File: src/rtl/adc_wave_meter_pkg.sv
// Constants and state encoding shared by the ADC capture meter and the DDS generator.
package wave_pkg;
  localparam int unsigned CLK_HZ = 50_000_000;
  localparam int unsigned SMP_W = 8;
  localparam logic [SMP_W-1:0] MIDSCALE = 8'h80;

  typedef enum logic {WARMUP, RUN} meter_state_t;

  function automatic logic signed [SMP_W-1:0] to_signed(input logic [SMP_W-1:0] s);
    return signed'(s ^ MIDSCALE);
  endfunction
endpackage

File: src/rtl/adc_wave_meter_if.sv
// ADC pin side and measurement result bundle of adc_wave_meter.
interface adc_wave_meter_if import wave_pkg::*; #(
  parameter int unsigned FREQ_W = 28
) ();
  logic [SMP_W-1:0]  ad_data;
  logic              ad_clk;
  logic [FREQ_W-1:0] freq_hz;
  logic [SMP_W-1:0]  vpp;
  logic              meas_valid;
  logic              locked;

  modport master (output ad_data, input ad_clk, freq_hz, vpp, meas_valid, locked);
  modport slave  (input ad_data, output ad_clk, freq_hz, vpp, meas_valid, locked);
endinterface

File: src/rtl/adc_wave_meter_schmitt_edge_det.sv
// Schmitt trigger on a signed sample; flags each LOW->HIGH transition for one cycle.
module schmitt_edge_det import wave_pkg::*; #(
  parameter int HYST = 8
) (
  input  logic                    clk,
  input  logic                    rst,
  input  logic signed [SMP_W-1:0] sgn,
  output logic                    rise_pulse
);
  localparam logic signed [SMP_W-1:0] HYST_S = SMP_W'(HYST);

  logic level;

  always_comb begin
    rise_pulse = !level && (sgn > HYST_S);
  end

  always_ff @(posedge clk) begin
    if (rst) begin
      level <= 1'b0;
    end else if (!level && (sgn > HYST_S)) begin
      level <= 1'b1;
    end else if (level && (sgn < -HYST_S)) begin
      level <= 1'b0;
    end
  end
endmodule

File: src/rtl/adc_wave_meter.sv
// Gated frequency counter and peak-to-peak tracker on the 8-bit offset-binary ADC stream.
module adc_wave_meter import wave_pkg::*; #(
  parameter int unsigned GATE_CYCLES = 50_000_000,
  parameter int          HYST        = 8,
  parameter int unsigned FREQ_W      = 28
) (
  input logic              clk,
  input logic              rst,
  adc_wave_meter_if.slave  bus
);
  localparam int unsigned CNT_W = (GATE_CYCLES > 1) ? $clog2(GATE_CYCLES) : 1;
  localparam logic [CNT_W-1:0] TERM = CNT_W'(GATE_CYCLES - 1);

  logic [SMP_W-1:0]        smp, s2;
  logic signed [SMP_W-1:0] sgn;
  logic                    rise_pulse;
  logic [CNT_W-1:0]        cnt;
  logic                    term;
  logic [FREQ_W-1:0]       edges, edges_tot;
  logic [SMP_W-1:0]        pk_max, pk_min, max_nxt, min_nxt;
  meter_state_t            state;
  logic [FREQ_W-1:0]       freq_q;
  logic [SMP_W-1:0]        vpp_q;
  logic                    valid_q, locked_q;

  assign bus.ad_clk     = clk;
  assign bus.freq_hz    = freq_q;
  assign bus.vpp        = vpp_q;
  assign bus.meas_valid = valid_q;
  assign bus.locked     = locked_q;

  always_ff @(posedge clk) begin
    if (rst) begin
      smp <= MIDSCALE;
      s2  <= MIDSCALE;
    end else begin
      smp <= bus.ad_data;
      s2  <= smp;
    end
  end

  assign sgn = to_signed(s2);

  schmitt_edge_det #(.HYST(HYST)) u_schmitt (
    .clk        (clk),
    .rst        (rst),
    .sgn        (sgn),
    .rise_pulse (rise_pulse)
  );

  // Term-cycle edge and sample are folded in before the window closes.
  always_comb begin
    edges_tot = edges;
    if (rise_pulse && (edges != '1)) edges_tot = edges + 1'b1;
  end

  assign max_nxt = (s2 > pk_max) ? s2 : pk_max;
  assign min_nxt = (s2 < pk_min) ? s2 : pk_min;
  assign term    = (cnt == TERM);

  always_ff @(posedge clk) begin
    if (rst) begin
      cnt      <= '0;
      edges    <= '0;
      pk_max   <= '0;
      pk_min   <= '1;
      state    <= WARMUP;
      freq_q   <= '0;
      vpp_q    <= '0;
      valid_q  <= 1'b0;
      locked_q <= 1'b0;
    end else begin
      valid_q <= 1'b0;
      if (term) begin
        cnt    <= '0;
        edges  <= '0;
        pk_max <= s2;
        pk_min <= s2;
        case (state)
          WARMUP: state <= RUN;
          RUN: begin
            freq_q   <= edges_tot;
            vpp_q    <= max_nxt - min_nxt;
            valid_q  <= 1'b1;
            locked_q <= 1'b1;
          end
          default: state <= WARMUP;
        endcase
      end else begin
        cnt    <= cnt + 1'b1;
        edges  <= edges_tot;
        pk_max <= max_nxt;
        pk_min <= min_nxt;
      end
    end
  end
endmodule
File: src/flat_wrapper.sv
// flat-port wrapper written by rule: the top's interface ports become plain ports
module adc_wave_meter_flat import wave_pkg::*;
#(
  parameter int unsigned GATE_CYCLES = 50_000_000,
  parameter int          HYST        = 8,
  parameter int unsigned FREQ_W      = 28
)
  (clk, rst, bus_ad_data, bus_ad_clk, bus_freq_hz, bus_vpp, bus_meas_valid, bus_locked);
  adc_wave_meter_if #(.FREQ_W(FREQ_W)) bus_i ();
  input logic clk;
  input logic rst;
  input wire logic [$bits(bus_i.ad_data)-1:0] bus_ad_data;
  output wire logic [$bits(bus_i.ad_clk)-1:0] bus_ad_clk;
  output wire logic [$bits(bus_i.freq_hz)-1:0] bus_freq_hz;
  output wire logic [$bits(bus_i.vpp)-1:0] bus_vpp;
  output wire logic [$bits(bus_i.meas_valid)-1:0] bus_meas_valid;
  output wire logic [$bits(bus_i.locked)-1:0] bus_locked;
  assign bus_i.ad_data = bus_ad_data;
  assign bus_ad_clk = bus_i.ad_clk;
  assign bus_freq_hz = bus_i.freq_hz;
  assign bus_vpp = bus_i.vpp;
  assign bus_meas_valid = bus_i.meas_valid;
  assign bus_locked = bus_i.locked;
  adc_wave_meter #(.GATE_CYCLES(GATE_CYCLES), .HYST(HYST), .FREQ_W(FREQ_W)) u_core (.clk(clk), .rst(rst), .bus(bus_i));
endmodule
File: config.mk
export PLATFORM = sky130hd
export DESIGN_NAME = adc_wave_meter_flat
export DESIGN_NICKNAME = d
export VERILOG_FILES = /design/src/rtl/adc_wave_meter_pkg.sv /design/src/rtl/adc_wave_meter_if.sv /design/src/rtl/adc_wave_meter_schmitt_edge_det.sv /design/src/rtl/adc_wave_meter.sv /design/src/flat_wrapper.sv
export SDC_FILE = /design/constraint.sdc
export NUM_CORES = 1
export LEC_CHECK = 0
export ABC_CLOCK_PERIOD_IN_PS = 3700
export CAP_MARGIN = 40
export CORE_ASPECT_RATIO = 1.2
export CORE_UTILIZATION = 37
export CTS_CLUSTER_SIZE = 10
export DETAILED_ROUTE_END_ITERATION = 7
export PLACE_DENSITY = 0.53
export SETUP_SLACK_MARGIN = 0.4
export SLEW_MARGIN = 20
export SYNTH_ARGS = -nofsm -noshare
export SYNTH_HDL_FRONTEND = slang
export SYNTH_HIERARCHICAL = 1
export SYNTH_SLANG_ARGS = --single-unit
File: constraint.sdc
create_clock -name clk -period 3.7 [get_ports clk]
set_input_delay 1.11 -clock clk [delete_from_list [all_inputs] [get_ports clk]]
set_output_delay 1.11 -clock clk [all_outputs]
set_load 0.01 [all_outputs]
==> summary.md <==
| Metric | Value |
|---|---|
| Hold path depth | `1` |
| Placed insts | `845` |
| Total gr overflow | `0` |
| Switch Pwr | `891 µW` |
| Ant diodes | `0` |
| Fill cells | `1498` |
| Pint | `2.87 mW` |
| Setup TNS | `0 ns` |
| Worst path cell trace | `clkbuf_16 -> clkbuf_16 -> buf_6` |
| DR pass1 iterations | `6` |
| Final setup fails | `0` |
| Number of synthesis warnings | `6` |
| Pins over their slew limit | `0` |
| Worst-case reg-to-reg path depth | `15` |
| Most common cell in the netlist | `dfxtp_1` |
| Synth top cells by count | `dfxtp_1, nor2_1, xor2_1` |
| Mapped Area | `0.00566 mm²` |
| Arr. time, crit path | `2.21 ns` |
| Comb pwr share | `10.1%` |
| Asr flop ratio synth | `0%` |
| Worst-path clk slew | `0.05 ns` |
| Initial antenna violation count | `0` |
| Seq pwr share | `37.4%` |
| CP Depth | `3` |
| Distinct cell type count after synthesis | `58` |
| Switching fraction of total power | `23.7%` |
| Initial DRC count | `193` |
| LEAKAGE | `2.69 nW` |
| Max-Cap Viols | `0` |
| Routed len/inst | `13.1 µm` |
| Worst Max-Slew Pin Slew | `0.767 ns` |
| First-pass GRT wire length | `19300 µm` |
| Total number of vias | `4300` |
| WP buf/inv | `3` |
| Required time worst endpoint | `2.59 ns` |
| Critical path fanouts, max | `2` |
| Core area | `0.0150 mm²` |
| Die Width | `115 µm` |
| EDFF count, synth | `0` |
| Worst IR Drop VDD | `308 µV` |
| RSZ-0062 raised after global routing | `true` |
| Setup ws final | `0.384 ns` |
| FF+latch count, synth | `126` |
| Worst-Skew Late Latency | `0.53 ns` |
| Startpoint types | `clock port` |
| CP Capture Type | `output pin` |
| Nets | `706` |
| Fin. Hold Viols | `0` |
| IO Port Bufs | `48` |
| CP top delay family | `buffers and inverters` |
| Sequential-to-total area share from yosys stat | `44.5%` |
| Hold_buf cts | `0` |
| PwrDens | `524 mW/mm²` |
| Dpl hpwl | `7810 µm` |
| Worst slack at placement | `0.291 ns` |
| Initial core utilization | `37.9%` |
| CTS tree | `done` |
| Prevailing post-synth register cell | `dfxtp_1` |
| Row count | `49` |
| # DRC | `0` |
| Die height | `138 µm` |
| Area leader, netlist | `dfxtp_1` |
| Non-Filler Instances | `888` |
| Critical Path Most Common Cell | `clkbuf_16` |
| Hold WC Path Type | `reg2reg` |
| Routability cong. | `0.811` |
| IO Count | `49` |
| Drt via density | `4.84` |
| Vias in the first global route | `4178` |
| Clock power frac | `52.5%` |
| Syn_area_per_cell | `9.24 µm²` |
| Largest net degree at the start of global routing | `73` |
| Detailed Route WL | `11600 µm` |
| Max Clock Skew | `0.00816 ns` |
| CP peak stage delay | `0.13 ns` |
| Total track usage | `16.0%` |
| Die area | `0.0158 mm²` |
| Syn nets | `648` |
| Routed Antenna Nets | `0` |
| Worst slew margin | `48.8%` |
| Worst hold slack | `0.408 ns` |
| Status | `complete, no violations` |
| Yosys top cell area share | `44.5%` |
| Synth top area cells | `dfxtp_1, nor2_1, xor2_1` |
| Area delta synth->final | `27.0%` |
| Mapped Cells | `613` |
| CP Class | `clk2out` |
| Worst path slowest cell | `clkbuf_16` |
| Share of cells above drive strength 1 | `15.4%` |
kinds of logic after synthesis:
group | synth area share (%)
compound gates | 9.96
xor+xnor | 8.35
fa+ha+maj | 5.66
buf+inv | 4.33
flops | 44.5
mux | 3.67
simple gates | 23.5
path summary, 6_finish.rpt:
check	end	startpoint	slack, ns
worst max register to register	u_core/bus.vpp[7]	u_core/s2[0]	0.56
worst min-delay path	u_core/s2[7]	u_core/smp[7]	0.41
worst min register to register	u_core/s2[7]	u_core/smp[7]	0.41
worst max-delay path	bus_ad_clk	clk	0.38
worst reg2reg max path: stages, from the launching register on:
cell	delay, ns
dfxtp_1	0.38
inv_1	0.10
ha_1	0.28
nand4_1	0.22
o21ai_4	0.36
mux2i_2	0.27
inv_1	0.06
ha_1	0.28
nor2b_1	0.13
o21ai_1	0.22
a21oi_2	0.10
o21ai_1	0.16
nand2b_1	0.09
a21oi_2	0.13
xnor2_1	0.13
a211oi_1	0.08
layer usage:
layer / vias up / GRT usage (%) / wire length, µm
met2: 66 / 26.7 / 5670
met5: - / 0 / 0
met1: 2003 / 18.2 / 5420
li1: 2211 / - / -
met4: 0 / 9.45 / 238
met3: 20 / 4.22 / 295
layout make-up:
type	instances	area, µm²	area share (%)
multi-input cells	437	3000	41.7
clock inverters	14	206	2.87
clock buffers	22	515	7.17
repair buffers	62	594	8.27
flip-flops and latches	126	2530	35.3
inverters	23	86.3	1.20
well taps	204	255	3.55
registers in the layout (all words and copies together), names as in the netlist, named ones only:
| name | cells |
|---|---|
| u_core/bus.freq_hz | 28 |
| u_core/edges | 28 |
| u_core/cnt | 26 |
| u_core/bus.vpp | 8 |
| u_core/bus.locked | 1 |
| u_core/state | 1 |
| u_core/pk_min | 8 |
| u_core/pk_max | 7 |
| u_core/bus.meas_valid | 1 |
| u_core/smp | 8 |
| u_core/s2 | 8 |
| u_core/u_schmitt/level | 1 |
placed cells by master, fill, tap and decap left out, drive strengths merged, types with 2 or more instances in the layout:
| cell type | n |
|---|---|
| a211o | 2 |
| a211oi | 35 |
| a21o | 3 |
| a21oi | 18 |
| and2 | 3 |
| and3 | 11 |
| and4 | 5 |
| buf | 17 |
| bufinv | 4 |
| clkbuf | 21 |
| clkdlybuf4s50 | 46 |
| clkinv | 2 |
| clkinvlp | 3 |
| dfxtp | 126 |
| ha | 24 |
| inv | 28 |
| mux2 | 6 |
| mux2i | 14 |
| nand2 | 25 |
| nand2b | 3 |
| nand3 | 20 |
| nand4 | 17 |
| nor2 | 123 |
| nor2b | 20 |
| nor3 | 13 |
| nor4 | 2 |
| o21ai | 12 |
| o21bai | 2 |
| or2 | 11 |
| or3 | 4 |
| xnor2 | 16 |
| xor2 | 38 |
timing repair:
action / CTS / global route
resized for setup: 8 / 27
gates cloned: 0 / 0
buffers inserted: 0 / 8
endpoints found under the setup margin: 3 / 4
pin swaps: 0 / 11
power groups by stage:
stage               Clock, mW  Sequential [mW]  Combinational [mW]
finish                   1.98             1.41               0.381
global route             2.08             1.41               0.427
CTS                      2.02             1.41               0.315
detailed placement     0.0275             1.44               0.308
global placement       0.0275             1.43               0.304
floorplan              0.0223             1.43               0.243
per-stage QoR:
| step | total power, mW | utilization, % | area, µm² |
|---|---|---|---|
| final | 3.77 | 48.1 | 7190 |
| after global routing | 3.92 | 48.1 | 7190 |
| after CTS | 3.74 | 46.9 | 7020 |
| after detailed placement | 1.77 | 42.1 | 6300 |
| after global placement | 1.77 | 42.1 | 6300 |
| after floorplan | 1.70 | - | 5660 |
No activity file was read; power rests on OpenSTA's default activity.
